File: src/rtl/peak_meter15.sv
// peak_meter15: per-channel peak-hold/decay level meter.
// Stage 1 registers the saturated 15-bit magnitude of each signed sample.
// Stage 2 compares it against the held peak and runs the IDLE/HOLD/DECAY
// envelope FSM.
// Optional macro PEAK_OVER_STICKY_EN: when defined, 'over' latches until
// clr/rst. Otherwise it pulses with the peak_vld of the clipped sample.
module peak_meter15 #(
    parameter int HOLD_SMPLS  = 1024,
    parameter int DECAY_SHIFT = 6
) (
    input  logic        clk,
    input  logic        rst,
    input  logic        smpl_vld,
    input  logic [15:0] smpl,
    input  logic        clr,
    output logic [14:0] peak,
    output logic        peak_vld,
    output logic        over,
    output logic        hold_active
);

    localparam int CNT_W = $clog2(HOLD_SMPLS);
    localparam logic [CNT_W-1:0] CNT_LAST = CNT_W'(HOLD_SMPLS - 1);

    typedef enum logic [1:0] {
        IDLE  = 2'd0,
        HOLD  = 2'd1,
        DECAY = 2'd2
    } state_t;

    // Stage-1 signals
    logic [15:0] abs_d;
    logic [14:0] mag_d;
    logic        clip_d;
    logic [14:0] mag_q;
    logic        clip_q;
    logic        mag_vld_q;

    // Stage-2 signals
    state_t          state_q;
    logic [14:0]     peak_q;
    logic [CNT_W-1:0] cnt_q;
    logic            peak_vld_q;
    logic            over_q;
    logic            hold_q;

    logic            mag_gt;
    logic            mag_eq;
    logic [14:0]     step_d;
    logic [14:0]     decay_d;

    // Absolute value with saturation; -32768 has no 15-bit magnitude.
    always_comb begin
        abs_d  = smpl[15] ? (~smpl + 16'd1) : smpl;
        mag_d  = abs_d[15] ? 15'h7FFF : abs_d[14:0];
        clip_d = (mag_d == 15'h7FFF);
    end

    // Stage 1: capture magnitude and clip flag of each qualified sample.
    always_ff @(posedge clk) begin
        if (rst) begin
            mag_q     <= '0;
            clip_q    <= 1'b0;
            mag_vld_q <= 1'b0;
        end else if (clr) begin
            // Drop both the in-flight sample and any coincident new one.
            mag_vld_q <= 1'b0;
        end else begin
            mag_vld_q <= smpl_vld;
            if (smpl_vld) begin
                mag_q  <= mag_d;
                clip_q <= clip_d;
            end
        end
    end

    // Magnitude comparator and decay target; step is at least 1, result
    // is clamped at the incoming magnitude so it never underflows.
    always_comb begin
        mag_gt = (mag_q > peak_q);
        mag_eq = (mag_q == peak_q);
        step_d = peak_q >> DECAY_SHIFT;
        if (step_d == '0) begin
            step_d = 15'd1;
        end
        if (step_d > peak_q) begin
            decay_d = '0;
        end else begin
            decay_d = peak_q - step_d;
        end
        if (decay_d < mag_q) begin
            decay_d = mag_q;
        end
    end

    // Stage 2: envelope FSM with registered outputs.
    always_ff @(posedge clk) begin
        if (rst || clr) begin
            state_q    <= IDLE;
            peak_q     <= '0;
            cnt_q      <= '0;
            peak_vld_q <= 1'b0;
            over_q     <= 1'b0;
            hold_q     <= 1'b0;
        end else begin
            peak_vld_q <= mag_vld_q;
`ifdef PEAK_OVER_STICKY_EN
            over_q     <= over_q | (mag_vld_q & clip_q);
`else
            over_q     <= mag_vld_q & clip_q;
`endif
            if (mag_vld_q) begin
                case (state_q)
                    IDLE: begin
                        if (mag_gt) begin
                            peak_q  <= mag_q;
                            cnt_q   <= '0;
                            state_q <= HOLD;
                            hold_q  <= 1'b1;
                        end
                    end
                    HOLD: begin
                        if (mag_gt) begin
                            peak_q <= mag_q;
                            cnt_q  <= '0;
                        end else if (mag_eq) begin
                            cnt_q <= '0;
                        end else if (cnt_q == CNT_LAST) begin
                            // Peak is kept for this sample; decay starts next.
                            cnt_q   <= '0;
                            state_q <= DECAY;
                            hold_q  <= 1'b0;
                        end else begin
                            cnt_q <= cnt_q + 1'b1;
                        end
                    end
                    DECAY: begin
                        if (mag_gt || mag_eq) begin
                            peak_q  <= mag_q;
                            cnt_q   <= '0;
                            state_q <= HOLD;
                            hold_q  <= 1'b1;
                        end else begin
                            peak_q <= decay_d;
                            if (decay_d == '0) begin
                                state_q <= IDLE;
                            end
                        end
                    end
                    default: begin
                        state_q <= IDLE;
                        peak_q  <= '0;
                        cnt_q   <= '0;
                        hold_q  <= 1'b0;
                    end
                endcase
            end
        end
    end

    assign peak        = peak_q;
    assign peak_vld    = peak_vld_q;
    assign over        = over_q;
    assign hold_active = hold_q;

endmodule

File: config.mk
export PLATFORM = sky130hd
export DESIGN_NAME = peak_meter15
export DESIGN_NICKNAME = d
export VERILOG_FILES = /design/src/rtl/peak_meter15.sv
export SDC_FILE = /design/constraint.sdc
export NUM_CORES = 1
export LEC_CHECK = 0
export CAP_MARGIN = 10
export CELL_PAD_IN_SITES_DETAIL_PLACEMENT = 1
export CELL_PAD_IN_SITES_GLOBAL_PLACEMENT = 1
export CORE_MARGIN = 3
export CORE_UTILIZATION = 51
export DETAILED_ROUTE_END_ITERATION = 10
export DONT_BUFFER_PORTS = 1
export PLACE_DENSITY_LB_ADDON = 0.1
export SLEW_MARGIN = 20
export SYNTH_ARGS = -nofsm -noshare
export SYNTH_HDL_FRONTEND = slang
export SYNTH_SLANG_ARGS = --single-unit
File: constraint.sdc
create_clock -name clk -period 12.1 [get_ports clk]
set_clock_uncertainty 0.15 [all_clocks]
set_input_delay 1.815 -clock clk [delete_from_list [all_inputs] [get_ports clk]]
set_output_delay 1.815 -clock clk [all_outputs]
set_load 0.05 [all_outputs]
-- Yosys cells after proc, flatten, opt, wreduce, memory -nomap -nowiden
Cells that the tools add are included.
- $add $sub $neg: 3
- multipliers: 0
- div/mod/pow operators: 0
- order comparisons: 3
- equality and inequality tests: 12
- shift-type cells: 0
- multiplexer cells: 27
- bitwise logic cells: 3
- reduce and logical (&&, ||, !) cells: 12
- operators by type and width (kind ; number):
    $mux W15 ; 5
    $mux W10 ; 5
    $gt A15 B15 Y1 ; 2
    $logic_not A15 Y1 ; 2
    $pmux W10 S3 ; 1
    $pmux W15 S2 ; 1
    $add A16 B1 Y16 const B ; 1
    $mux W16 ; 1
    $not A16 Y16 ; 1
    $eq A15 B15 Y1 ; 1
    $eq A15 B15 Y1 const B ; 1
    $lt A15 B15 Y1 ; 1
    $sub A15 B15 Y15 ; 1
    $mux W2 ; 6
    $reduce_and A6 Y1 ; 2
    $add A10 B1 Y10 const B ; 1
    $eq A10 B10 Y1 const B ; 1
    $ne A2 B2 Y1 const B ; 5
    $mux W9 ; 1
    $pmux W2 S3 ; 1
    $mux W1 ; 5
    $reduce_and A2 Y1 ; 2
    $reduce_or A2 Y1 ; 2
    $ne A3 B3 Y1 const B ; 1
    9 further kinds ; 10
- register bits after elaboration: 47
- bits in latches: 0
- memory bits (writable): 0
- bits in read-only memories: 0
- bits of input ports: 20
- memories kept: 0

-- Logic depth before layout (Yosys ltp)
- depth after elaboration: 10
- mapped depth: 21
- depth with buffers taken out: 20

-- Worst setup path before layout
OpenSTA, ideal clock, no wires.
- path type: reg-to-reg
- start point: register peak_q[11] (netlist: peak[11])
- end point: register peak_q[0] (netlist: peak[0])
- data arrival time: 4271 ps
- path slack: 7596 ps
- stages on the path, launching flop included: 21
- path buffers: 1
- period minus slack after synthesis: 4504 ps
- path through: dfxtp_1 > nor4_1 > nand2_1 > o31ai_1 > ha_1 > inv_1 > fa_1 > a21o_1 > a221oi_1 > xor2_1 > nor2_1 > ha_1 > a21oi_1 > o21ai_0 > a211oi_1 > o221ai_1 > a21oi_1 > o31a_1 > buf_2 > nand3_2 > o221ai_1
- longest elaborated chain between the ends: 8
- elaborated cells between the ends (all ways): 14
- RTL lines (item ; RTL line ; RTL):
    from (decl) ; 41 ; logic [14:0] peak_q;
    from (signal assigned) ; 116 ; peak_q <= mag_q;
    from (signal assigned) ; 124 ; peak_q <= mag_q;
    from (signal assigned) ; 139 ; peak_q <= mag_q;
    $logic_not A15 Y1 ; 83 ; if (step_d == '0) begin
    $mux W9 ; 83 ;
    $sub A15 B15 Y15 / $gt A15 B15 Y1 (equally long branches) ; 89, 86 ;
    $mux W15 ; 86 ; if (step_d > peak_q) begin
    $lt A15 B15 Y1 ; 91 ; if (decay_d < mag_q) begin
    $mux W15 ; 91 ;
    $mux W15 ; 138 ; if (mag_gt || mag_eq) begin
    $pmux W15 S2 ; 113 ; case (state_q)
Several ways; a longest one is shown, not always the timed one.
A chain may end at the register's enable or synchronous reset.

-- Worst setup path after layout
- start point: register peak_q[11] (netlist: peak[11])
- end point: register peak_q[2] (netlist: peak[2])
The elaborated chain is that of the path after synthesis.

==> results.cfg <==
[timing]
setup_viol = 0
fin_crit_sh_pct = 46.8
fmax_mhz = 176
slew_viol_final = 0
slew_headroom_pct = 50.2
grt_setup_unrepaired = false
hold_slack_ns = 0.332
worst_slew_pin_slew_ns = 0.746
hold_violations = 0
fin_crit_ns = 5.67
tns_ns = 0

[layout]
diodes = 0
fin_nets = 556
drive_gt1_share_pct = 5.05
area_growth_pct = 5.03

[power]
p_switching_mw = 0.177
leakagePower_nw = 1.51
cellInternalPower_mw = 0.287
swShare_pct = 38.2
pwr-share-seq_pct = 36.7
power_density_nw_per_um2 = 117
irDropWorstVdd_v = 0.0000652
clockPowerShare_pct = 26.9
pwr-share-comb_pct = 36.4

[synthesis]
synth_seq_cells = 47
ys.flop_type = dfxtp_1
synth_area_leaders = dfxtp_1, ha_1, nor2_1
synth_edf_count = 0
async_flop_share_pct = 0
synth_top_area_share_pct = 24.9
yosysWarnings = 0
syn-cell-area_um2 = 3780
ys_types = 60
ys_seq_area_share_pct = 24.9
yosysTopAreaCell = dfxtp_1
netlist_instances = 500
syn-num-nets = 562
syn_avg_cell_area_um2 = 7.56

[routing]
dr.pass1.iters = 5
dr_wl_met2_um = 5500
drt_iter0_markers = 155
dr_wl_met3_um = 459
wl_per_cell_um = 19.0
dr_total_vias = 3703
drc = 0
wl_met1_um = 5070
vias_per_cell = 6.27
top_layer_used = met4
ant_nets = 0
routed_wl_um = 11200

[clock_network]
cts_resized = 0
cts_made_buffers = 5
worst_skew_pair.late_latency_ns = 0.33
cts_sinks = 47
htree_num_levels = 2
root_buffer = clkbuf_8
cts.clk_slew.worst_paths_ns = 0.11
tritoncts = built
clock_path_buffers = 2
holdBufCountCts = 0
postCtsSetupBuffers = 0

[floorplanning]
coreArea_um2 = 6980
rows = 30
die_area_um2 = 8480
die_w_um = 92.1
ioPinCount = 38
initial_core_util_pct = 54.2
die_h_um = 92.1

[placed_design]
place.detailed.hpwl_um = 9060
gp_congestion = 0.948
io_buffers = 0

[setup_path]
crit_path_start_kind = register
path_class = reg2reg
cp.required_ns = 12.18
crit_arrival_ns = 5.75
path_max_fanout = 10
reg2reg_from = peak[11]
end_kind = register
crit_start = peak[11]

[global_route]
grt_pass1_vias = 3888
grt_overflow = 0
grt_pass1_wl_um = 19100
grt_max_degree = 26
grt_usage_pct = 27.7
antenna_found_initial = 0

[flow_run]
max-cap-violations = 0

[worst_hold_path]
min-delay-start = clip_q
hold_path_class = reg2reg

[outcome]
status = completed
## flip-flops by register name, summed over array words and instances, names as in the netlist, 2 cells and up
register / count
state_q: 2
peak: 15
mag_q: 15
cnt_q: 10
## routing by layer
layer | track usage [%] | vias up
met3 | 4.10 | 21
met1 | 35.3 | 1796
met5 | 0 | -
met4 | 8.04 | 0
li1 | - | 1811
met2 | 48.4 | 75
## final cells by class
cell class	count	area [um^2]
Fill cell	920	3010
Multi-Input combinational cell	390	2590
Sequential cell	47	941
Inverter	46	173
Tap cell	96	120
Clock buffer	5	68.8
Clock inverter	3	46.3
Timing Repair Buffer	4	30.0
## path summary, 6_finish.rpt
kind | endpoint | slack (ns) | cells after the start
worst max-delay path | peak[2] | 6.43 | 19
worst min-delay path | clip_q | 0.33 | 2
worst max register to register | peak[2] | 6.43 | 19
worst min register to register | clip_q | 0.33 | 2
## cell usage in the layout, fill, tap and decap left out, types with 12 or more instances in the layout
cell	count
ha_1	41
o21ai_0	22
a21oi_1	39
dfxtp_1	47
xor2_1	13
nor2_1	54
nand3_1	12
nand2_1	44
inv_1	46
nor3_1	12
## cell usage after synthesis (all sizes together) (3+ instances only)
cell type	instances
or3	5
clkbuf	10
xnor2	10
a21oi	39
inv	46
and3	5
a21o	10
buf	7
a31o	3
a211oi	4
nand3	13
ha	41
nand4	10
nand2b	3
dfxtp	47
a311oi	10
a31oi	9
xor2	13
and2	3
o31a	3
o21a	3
nand2	44
o221ai	7
or2	4
o21ai	27
a22oi	9
nor4	11
nor3	13
nor2b	4
nand3b	4
nor2	54
## stage by stage
| step | cell area, um^2 | total power [mW] | cells | worst slack [ns] | util [%] |
|---|---|---|---|---|---|
| 6_report | 3970 | 0.464 | 591 | 6.43 | 56.9 |
| 5_1_grt | 3970 | 0.495 | 591 | 5.82 | 56.9 |
| 4_1_cts | 3970 | 0.463 | 591 | 6.45 | 56.9 |
| 3_5_place_dp | 3860 | 0.340 | 583 | 6.50 | 55.2 |
| 3_3_place_gp | 3860 | 0.331 | 583 | 6.84 | 55.2 |
| 2_1_floorplan | 3780 | 0.298 | 500 | 7.60 | - |
## logic make-up after synthesis
kind of cell	Yosys count	synth area share, %
flops	47	24.9
xor+xnor	23	5.33
simple gates	182	23.9
buf+inv	63	6.55
fa+ha+maj	42	14.1
compound gates	140	24.4
mux	3	0.860
## power groups by stage
| stage | registers, mW | logic, mW | clock network, mW |
|---|---|---|---|
| after CTS | 0.170 | 0.168 | 0.125 |
| after global routing | 0.171 | 0.191 | 0.132 |
| after floorplan | 0.171 | 0.127 | 0 |
| after global placement | 0.174 | 0.157 | 0 |
| final | 0.171 | 0.169 | 0.125 |
| after detailed placement | 0.174 | 0.166 | 0 |
## worst max-delay path: stages (launching register included)
cell and delay [ns]:
dfxtp_1 0.55, nor4_1 0.42, nand2_1 0.20, o31ai_1 0.24
ha_1 0.22, inv_1 0.06, fa_1 0.42, a21o_1 0.22
a221oi_1 0.28, xor2_1 0.23, nor2_1 0.09, ha_1 0.32
a21oi_1 0.12, o21ai_0 0.12, a211oi_1 0.29, o221ai_1 0.19
a21oi_1 0.43, o31a_1 0.47, nand3_2 0.29, o221ai_1 0.23
Note: power is estimated with default switching activity, not from simulation.
